File: src/rtl/clk_ratio_detector.sv
// -----------------------------------------------------------------------------
// clk_ratio_detector
//
// Measures a slow clock-like signal (i_div_clk) in the i_ref_clk domain. The
// block reports its period, high time and low time in reference cycles. It
// asserts lock after LOCK_COUNT consecutive identical periods, and it pulses a
// timeout when no rising edge arrives within 2^CNT_W-1 cycles.
//
// Parameters
//   CNT_W        width of the period/high/low counters (max period 2^CNT_W-2)
//   SYNC_STAGES  synchronizer depth on i_div_clk (>= 2)
//   LOCK_COUNT   consecutive equal periods needed for lock (>= 2)
//
// Ports
//   i_ref_clk   in   reference clock, all logic on its rising edge
//   i_rst       in   synchronous active-high reset
//   i_en        in   measurement enable; low holds the block idle
//   i_div_clk   in   asynchronous signal under measurement
//   o_ratio     out  last measured period in reference cycles
//   o_high_cnt  out  high cycles in the last period
//   o_low_cnt   out  low cycles in the last period (o_ratio - o_high_cnt)
//   o_valid     out  one-cycle pulse when the three fields update
//   o_locked    out  high while the period is stable
//   o_timeout   out  one-cycle pulse on loss of the measured clock
// -----------------------------------------------------------------------------
module clk_ratio_detector #(
  parameter int CNT_W       = 6,
  parameter int SYNC_STAGES = 2,
  parameter int LOCK_COUNT  = 4
) (
  input  logic             i_ref_clk,
  input  logic             i_rst,
  input  logic             i_en,
  input  logic             i_div_clk,
  output logic [CNT_W-1:0] o_ratio,
  output logic [CNT_W-1:0] o_high_cnt,
  output logic [CNT_W-1:0] o_low_cnt,
  output logic             o_valid,
  output logic             o_locked,
  output logic             o_timeout
);

  localparam int MATCH_W = $clog2(LOCK_COUNT + 1);

  localparam logic [CNT_W-1:0]   CNT_MAX = '1;
  // The timeout fires on the cycle in which per_cnt would step onto CNT_MAX.
  // A rise seen while per_cnt holds this value is still a legal period of
  // 2^CNT_W-2 cycles, and the rise takes priority over the timeout.
  localparam logic [CNT_W-1:0]   CNT_TMO = CNT_MAX - CNT_W'(1);
  localparam logic [CNT_W-1:0]   CNT_ONE = CNT_W'(1);
  localparam logic [MATCH_W-1:0] LOCK_M  = MATCH_W'(LOCK_COUNT);

  typedef enum logic [1:0] {
    S_IDLE,
    S_SEEK,
    S_MEASURE,
    S_LOCKED
  } state_t;

  // ---------------------------------------------------------------------------
  // Saturation helpers
  // ---------------------------------------------------------------------------
  function automatic logic [CNT_W-1:0] sat_add(input logic [CNT_W-1:0] a,
                                               input logic             b);
    logic [CNT_W:0] sum;
    sum = {1'b0, a} + {{CNT_W{1'b0}}, b};
    return sum[CNT_W] ? CNT_MAX : sum[CNT_W-1:0];
  endfunction

  function automatic logic [MATCH_W-1:0] match_inc(input logic [MATCH_W-1:0] m);
    return (m >= LOCK_M) ? LOCK_M : m + MATCH_W'(1);
  endfunction

  // ---------------------------------------------------------------------------
  // Front end: synchronizer and edge detect
  // ---------------------------------------------------------------------------
  // These flops ignore i_en. After a re-enable, the edge detector therefore
  // already reflects the current level of the input and cannot see a false
  // rise.
  logic [SYNC_STAGES-1:0] sync_q;
  logic                   prev_q;
  logic                   sync_s;
  logic                   rise;

  always_ff @(posedge i_ref_clk) begin
    if (i_rst) begin
      sync_q <= '0;
      prev_q <= 1'b0;
    end else begin
      sync_q <= {sync_q[SYNC_STAGES-2:0], i_div_clk};
      prev_q <= sync_s;
    end
  end

  assign sync_s = sync_q[SYNC_STAGES-1];
  assign rise   = sync_s & ~prev_q;

  // ---------------------------------------------------------------------------
  // Measurement state
  // ---------------------------------------------------------------------------
  state_t             state_q,  state_d;
  logic [CNT_W-1:0]   per_q,    per_d;
  logic [CNT_W-1:0]   hi_q,     hi_d;
  logic [MATCH_W-1:0] match_q,  match_d;
  logic               seen_q,   seen_d;
  logic [CNT_W-1:0]   ratio_q,  ratio_d;
  logic [CNT_W-1:0]   high_q,   high_d;
  logic [CNT_W-1:0]   low_q,    low_d;
  logic               valid_q,  valid_d;
  logic               locked_q, locked_d;
  logic               tmo_q,    tmo_d;

  logic               same_period;
  logic [MATCH_W-1:0] match_on_rise;

  // seen_q separates the first report after SEEK from later reports. An
  // o_ratio of 0 left over from a timeout or from idle never counts as a match.
  assign same_period   = seen_q && (per_q == ratio_q);
  assign match_on_rise = same_period ? match_inc(match_q) : MATCH_W'(1);

  always_comb begin
    state_d  = state_q;
    per_d    = per_q;
    hi_d     = hi_q;
    match_d  = match_q;
    seen_d   = seen_q;
    ratio_d  = ratio_q;
    high_d   = high_q;
    low_d    = low_q;
    valid_d  = 1'b0;
    locked_d = locked_q;
    tmo_d    = 1'b0;

    if (!i_en || (state_q == S_IDLE)) begin
      // Idle (or leaving any state on i_en low): discard everything in flight.
      state_d  = i_en ? S_SEEK : S_IDLE;
      per_d    = '0;
      hi_d     = '0;
      match_d  = '0;
      seen_d   = 1'b0;
      ratio_d  = '0;
      high_d   = '0;
      low_d    = '0;
      locked_d = 1'b0;
    end else if (rise) begin
      per_d = CNT_ONE;
      hi_d  = CNT_ONE;
      if (state_q == S_SEEK) begin
        state_d = S_MEASURE;
      end else begin
        ratio_d = per_q;
        high_d  = hi_q;
        low_d   = per_q - hi_q;
        valid_d = 1'b1;
        seen_d  = 1'b1;
        match_d = match_on_rise;
        if (state_q == S_MEASURE) begin
          if (match_on_rise == LOCK_M) begin
            state_d  = S_LOCKED;
            locked_d = 1'b1;
          end
        end else if (!same_period) begin
          // Locked and the period moved. match_on_rise is already 1 here.
          state_d  = S_MEASURE;
          locked_d = 1'b0;
        end
      end
    end else if (per_q == CNT_TMO) begin
      // No edge in time: report loss of clock and start searching again.
      tmo_d    = 1'b1;
      state_d  = S_SEEK;
      per_d    = '0;
      hi_d     = '0;
      match_d  = '0;
      seen_d   = 1'b0;
      ratio_d  = '0;
      high_d   = '0;
      low_d    = '0;
      locked_d = 1'b0;
    end else begin
      per_d = sat_add(per_q, 1'b1);
      hi_d  = sat_add(hi_q, sync_s);
    end
  end

  always_ff @(posedge i_ref_clk) begin
    if (i_rst) begin
      state_q  <= S_IDLE;
      per_q    <= '0;
      hi_q     <= '0;
      match_q  <= '0;
      seen_q   <= 1'b0;
      ratio_q  <= '0;
      high_q   <= '0;
      low_q    <= '0;
      valid_q  <= 1'b0;
      locked_q <= 1'b0;
      tmo_q    <= 1'b0;
    end else begin
      state_q  <= state_d;
      per_q    <= per_d;
      hi_q     <= hi_d;
      match_q  <= match_d;
      seen_q   <= seen_d;
      ratio_q  <= ratio_d;
      high_q   <= high_d;
      low_q    <= low_d;
      valid_q  <= valid_d;
      locked_q <= locked_d;
      tmo_q    <= tmo_d;
    end
  end

  assign o_ratio    = ratio_q;
  assign o_high_cnt = high_q;
  assign o_low_cnt  = low_q;
  assign o_valid    = valid_q;
  assign o_locked   = locked_q;
  assign o_timeout  = tmo_q;

endmodule
File: config.mk
export PLATFORM = sky130hd
export DESIGN_NAME = clk_ratio_detector
export DESIGN_NICKNAME = d
export VERILOG_FILES = /design/src/rtl/clk_ratio_detector.sv
export SDC_FILE = /design/constraint.sdc
export NUM_CORES = 1
export LEC_CHECK = 0
export ABC_AREA = 1
export CORE_ASPECT_RATIO = 1.5
export CORE_UTILIZATION = 35
export DETAILED_ROUTE_END_ITERATION = 7
export DONT_BUFFER_PORTS = 1
export PLACE_DENSITY_LB_ADDON = 0.05
export SYNTH_ARGS = -nofsm -noshare
export SYNTH_HDL_FRONTEND = slang
export SYNTH_SLANG_ARGS = --single-unit
File: constraint.sdc
create_clock -name i_ref_clk -period 1.6 [get_ports i_ref_clk]
set_input_delay 0.32 -clock i_ref_clk [delete_from_list [all_inputs] [get_ports i_ref_clk]]
set_output_delay 0.32 -clock i_ref_clk [all_outputs]
set_load 0.02 [all_outputs]
# Word level (Yosys, flattened, before mapping)
# Index checks and enable logic that the tools add are counted.
classes:
  n_addsub: 4
  magnitude_cmp: 1
  eq_ne: 10
  n_mux: 36
  bitwise_logic: 3
  reduce_logical: 13
op_table:
  columns: ["cell", "n"]
  rows:
  - ["6-bit two-way mux", 9]
  - ["1-bit two-way mux", 15]
  - ["3-bit two-way mux", 5]
  - ["2-bit two-way mux", 7]
  - ["6-bit by 1-bit adder with 7-bit output", 1]
  - ["6-bit by 1-bit adder with 7-bit output (second input constant)", 1]
  - ["6-bit == test", 1]
  - ["6-bit == test (second input constant)", 1]
  - ["3-bit by 2-bit inequality test with 1-bit output (second input constant)", 2]
  - ["3-bit OR reduction", 2]
  - ["6-bit subtractor", 1]
  - ["5-bit by 2-bit inequality test with 1-bit output (second input constant)", 1]
  - ["5-bit by 4-bit inequality test with 1-bit output (second input constant)", 1]
  - ["4-bit AND reduction", 1]
  - ["4-bit OR reduction", 1]
  - ["3-bit by 1-bit adder with 3-bit output (second input constant)", 1]
  - ["3-bit == test (second input constant)", 1]
  - ["3-bit greater-or-equal comparator (second input constant)", 1]
  - ["3-bit AND reduction", 1]
  - ["3-bit nonzero test", 1]
  - ["2-bit by 1-bit == test with 1-bit output (second input constant)", 1]
  - ["2-bit == test (second input constant)", 1]
  - ["2-bit zero test", 1]
  - ["2-bit inequality test (second input constant)", 1]
  - ["other kinds (8)", 9]
word_totals:
  ff_bits: 42
  input_bits: 4
  output_inout_bits: 21
  elab_cells: 82

# Depth between registers and ports, before layout
depth:
  ltp_word: 9
  mapped_depth: 12
  mapped_depth_nobuf: 12

# Worst setup path after synthesis
# No wires, ideal clock.
synth_timing:
  kind: "register to register"
  from: "register per_q[0]"
  to: "register low_q[4], in the netlist o_low_cnt[4]"
  t_arrival_ns: 1.500
  path_slack_ns: -0.018
  stages_incl_launch_ff: 10
  path_buffers: 0
  path_cell_list: "dfxtp_1 > inv_1 > ha_1 > inv_1 > fa_1 > nand2_1 > nand2_1 > a21oi_1 > nand2_1 > a32o_1"
synth_via:
  elab_chain_len: 3
synth_rtl:
  columns: ["element", "line_no", "text"]
  rows:
  - ["start, declared", "102", "logic [CNT_W-1:0] per_q, per_d;"]
  - ["start signal, assigned", "201", "per_q <= per_d;"]
  - ["6-bit subtractor / 6-bit == test (equally long branches)", "153, 168", null]
  - ["6-bit two-way mux / 2-bit nonzero test (equally long branches)", null, null]
  - ["6-bit two-way mux / 2-bit AND reduction (equally long branches)", null, null]
  - ["end signal, assigned", "207", "low_q <= low_d;"]
  - ["end, declared", "108", "logic [CNT_W-1:0] low_q, low_d;"]
# Several ways; a longest one is shown, not always the timed one. The select of a mux whose other input is x is not followed.
# A chain may end at the register's enable or synchronous reset.

# Worst setup path after layout
# Same ends and word-level chain as after synthesis.

==> impl_metrics.ini <==
[synth]
ys.flop_type = dfxtp_1
synth_top_cell_by_area = dfxtp_1
synth_nets = 267
ys_seq_area_share_pct = 42.7
synth-edff-count = 0
yosysTopAreaCellShare_pct = 42.7
synth_seq_cells = 42
yosys-top-cells-count = dfxtp_1, nand2_1, inv_1
synthDistinctLibCells = 32
syn_inst = 251
synth_area_um2 = 1970
yosysWarnings = 0
async_flop_share_pct = 0
syn_area_per_cell_um2 = 7.85
synth_area_leaders = dfxtp_1, nand2_1, inv_1, ha_1, nand3_1

[setup_path]
cp_slowest_cell = fa_2
crit_path_start = per_q[0]
arrival_ns = 1.70
start_kind = register
slowest_delay_ns = 0.34
cp_cell_sequence = inv_2, ha_4, inv_2, fa_2, nand2_2, nand2_2, a21oi_2, nand2_1, a32o_1
r2r_start = per_q[0]
cp_data_required_time_ns = 1.78
critPathCaptureType = register
critPathKind = register to register
crit_fanout = 3

[place]
placed_area_um2 = 2360
post-place-ws_ns = 0.00305
hpwl_um = 4070
globalplace.congestion = 0.820
place.port_buffers = 0

[detailed_routing]
post-route-drc-count = 0
routed_wl_um = 5250
antenna_left = 0
wl_met2_um = 2890
firstDrtPassIters = 4
wl_met3_um = 140
drt-met1-wl_um = 2150
top_layer = met4
avgRoutedWirePerCell_um = 14.2
first_iter_violations = 41
vias = 1751
viasPerCell = 4.75

[cts]
insertion_delay_ns = 0.29
htreeDepth = 2
cts_buffers = 5
clk_pin_slew_ns = 0.07
clock-root-buffer = clkbuf_8
clock_path_buffers = 2
cts_tree = built
clkSinkCount = 42

[flow_run]
cap_violations = 0

[global_route]
antenna_found_initial = 0
grt_pass1_wl_um = 8200
grt_pass1_vias = 1691
overflow = 0
grt_use_total_pct = 18.5
grt_max_degree = 13

[finish]
synthToLayoutAreaGrowth_pct = 30.5
ff_latch_area_um2 = 856
final_area_um2 = 2570
post_route_cells_drive_above_1_share_pct = 31.1
layout.nets = 316
fin_util_pct = 47.2
multi_input_area_um2 = 1020
nFillCells = 599
diodes = 0

[timing]
min_period_ns = 1.51
finalHoldViolations = 0
setup_violations = 0
clock.fmax_mhz = 661
worst_slew_pin_slew_ns = 0.312
rsz0062_at_grt = yes
setup-tns-final_ns = 0
setup_ws_ns = 0.0873
fin_worst_skew_ns = 0.00297
slew_viol_final = 0
relSlewSlack_pct = 79.1
fin_crit_sh_pct = 94.5

[floorplan]
die_y_um = 93.9
die-area_um2 = 5940
dieWidth_um = 63.3
start_util_pct = 36.2
pin_count = 25
num_rows = 33
core-area_um2 = 5450

[power_and_ir_drop]
power.internal_mw = 1.43
p_total_mw = 1.84
power_frac_comb_pct = 5.6
powerDensity_nw_per_um2 = 714
vdd_drop_max_mv = 0.411
sw_frac_of_total_pct = 22.3
leakage_nw = 1.04
pwr-share-clk_pct = 36.7
power.switching_mw = 0.409
seqPwrFrac_pct = 57.7

[hold_path]
hp-start = i_rst
hold_path.class = primary input to register

[status]
status = complete, no violations
path summary, 6_finish.rpt:
kind	end	slack [ns]	cells after the start
worst min register to register	sync_q[1]	0.41	2
worst min-delay path	sync_q[0]	0.09	1
worst max-delay path	o_low_cnt[4]	0.09	9
worst max register to register	o_low_cnt[4]	0.09	9
layout by cell type, fill, tap and decap left out, types with 2 or more instances in the layout:
cell,count
nand2_2,6
clkbuf_8,6
nand3_2,3
dfxtp_4,2
nand4_1,2
nor2_1,19
inv_2,3
a21oi_2,5
a32o_1,6
o22ai_1,6
or2_2,3
dfxtp_1,34
buf_4,44
buf_6,3
nand3_1,14
o21ai_1,4
a21oi_1,10
ha_4,2
nand2_1,38
dfxtp_2,6
ha_1,8
nor2_2,2
o21ai_0,8
nor3_1,5
a31oi_1,8
inv_1,38
per-stage QoR:
step           cells  hold WS, ns
5_1_grt          369       0.0810
4_1_cts          367       0.0855
3_3_place_gp     361        0.389
3_5_place_dp     361        0.395
2_1_floorplan    251        0.388
6_report         369       0.0919
repair_timing:
action,4_1_cts,5_1_grt
pin swaps,0,6
setup buffers,0,2
setup endpoints to repair,6,28
hold buffers,0,0
resized for setup,3,34
routing by layer:
| metal | track usage [%] | vias up |
|---|---|---|
| li1 | - | 923 |
| met1 | 19.2 | 802 |
| met2 | 36.6 | 22 |
| met3 | 3.28 | 4 |
| met4 | 6.25 | 0 |
| met5 | 0 | - |
kinds of logic after synthesis:
| family | synth area share, % |
|---|---|
| XOR/XNOR | 0.889 |
| AO/OA/AOI/OAI | 16.6 |
| AND/OR/NAND/NOR | 22.0 |
| flip-flops | 42.7 |
| buffers and inverters | 9.90 |
| adder cells (fa/ha/maj) | 8.00 |
flip-flops by register name (all words and copies together), names as in the netlist:
| name | cells |
|---|---|
| o_ratio | 6 |
| seen_q | 1 |
| state_q | 2 |
| per_q | 6 |
| o_locked | 1 |
| o_high_cnt | 6 |
| match_q | 3 |
| sync_q | 2 |
| o_low_cnt | 6 |
| o_valid | 1 |
| hi_q | 6 |
| prev_q | 1 |
| o_timeout | 1 |
power groups by stage:
stage	Combinational (mW)	Clock (mW)	Sequential [mW]
after floorplan	0.0589	0	1.08
after global placement	0.0954	0	1.09
after detailed placement	0.0948	0	1.09
after CTS	0.0960	0.707	1.06
after global routing	0.115	0.747	1.06
final	0.103	0.674	1.06
critical path: cells and delay by family, from the launching register on:
| family | cells | cell delay, ns |
|---|---|---|
| flops | 1 | 0.33 |
| simple gates | 3 | 0.17 |
| compound gates | 2 | 0.31 |
| buf+inv | 2 | 0.12 |
| fa+ha+maj | 2 | 0.47 |
cell type report:
class,count,share of cell area [%]
Multi-Input combinational cell,162,39.7
Clock buffer,6,3.21
Inverter,42,6.23
Timing Repair Buffer,47,14.2
Tap cell,70,3.41
Sequential cell,42,33.3
Note: power is estimated with default switching activity, not from simulation.
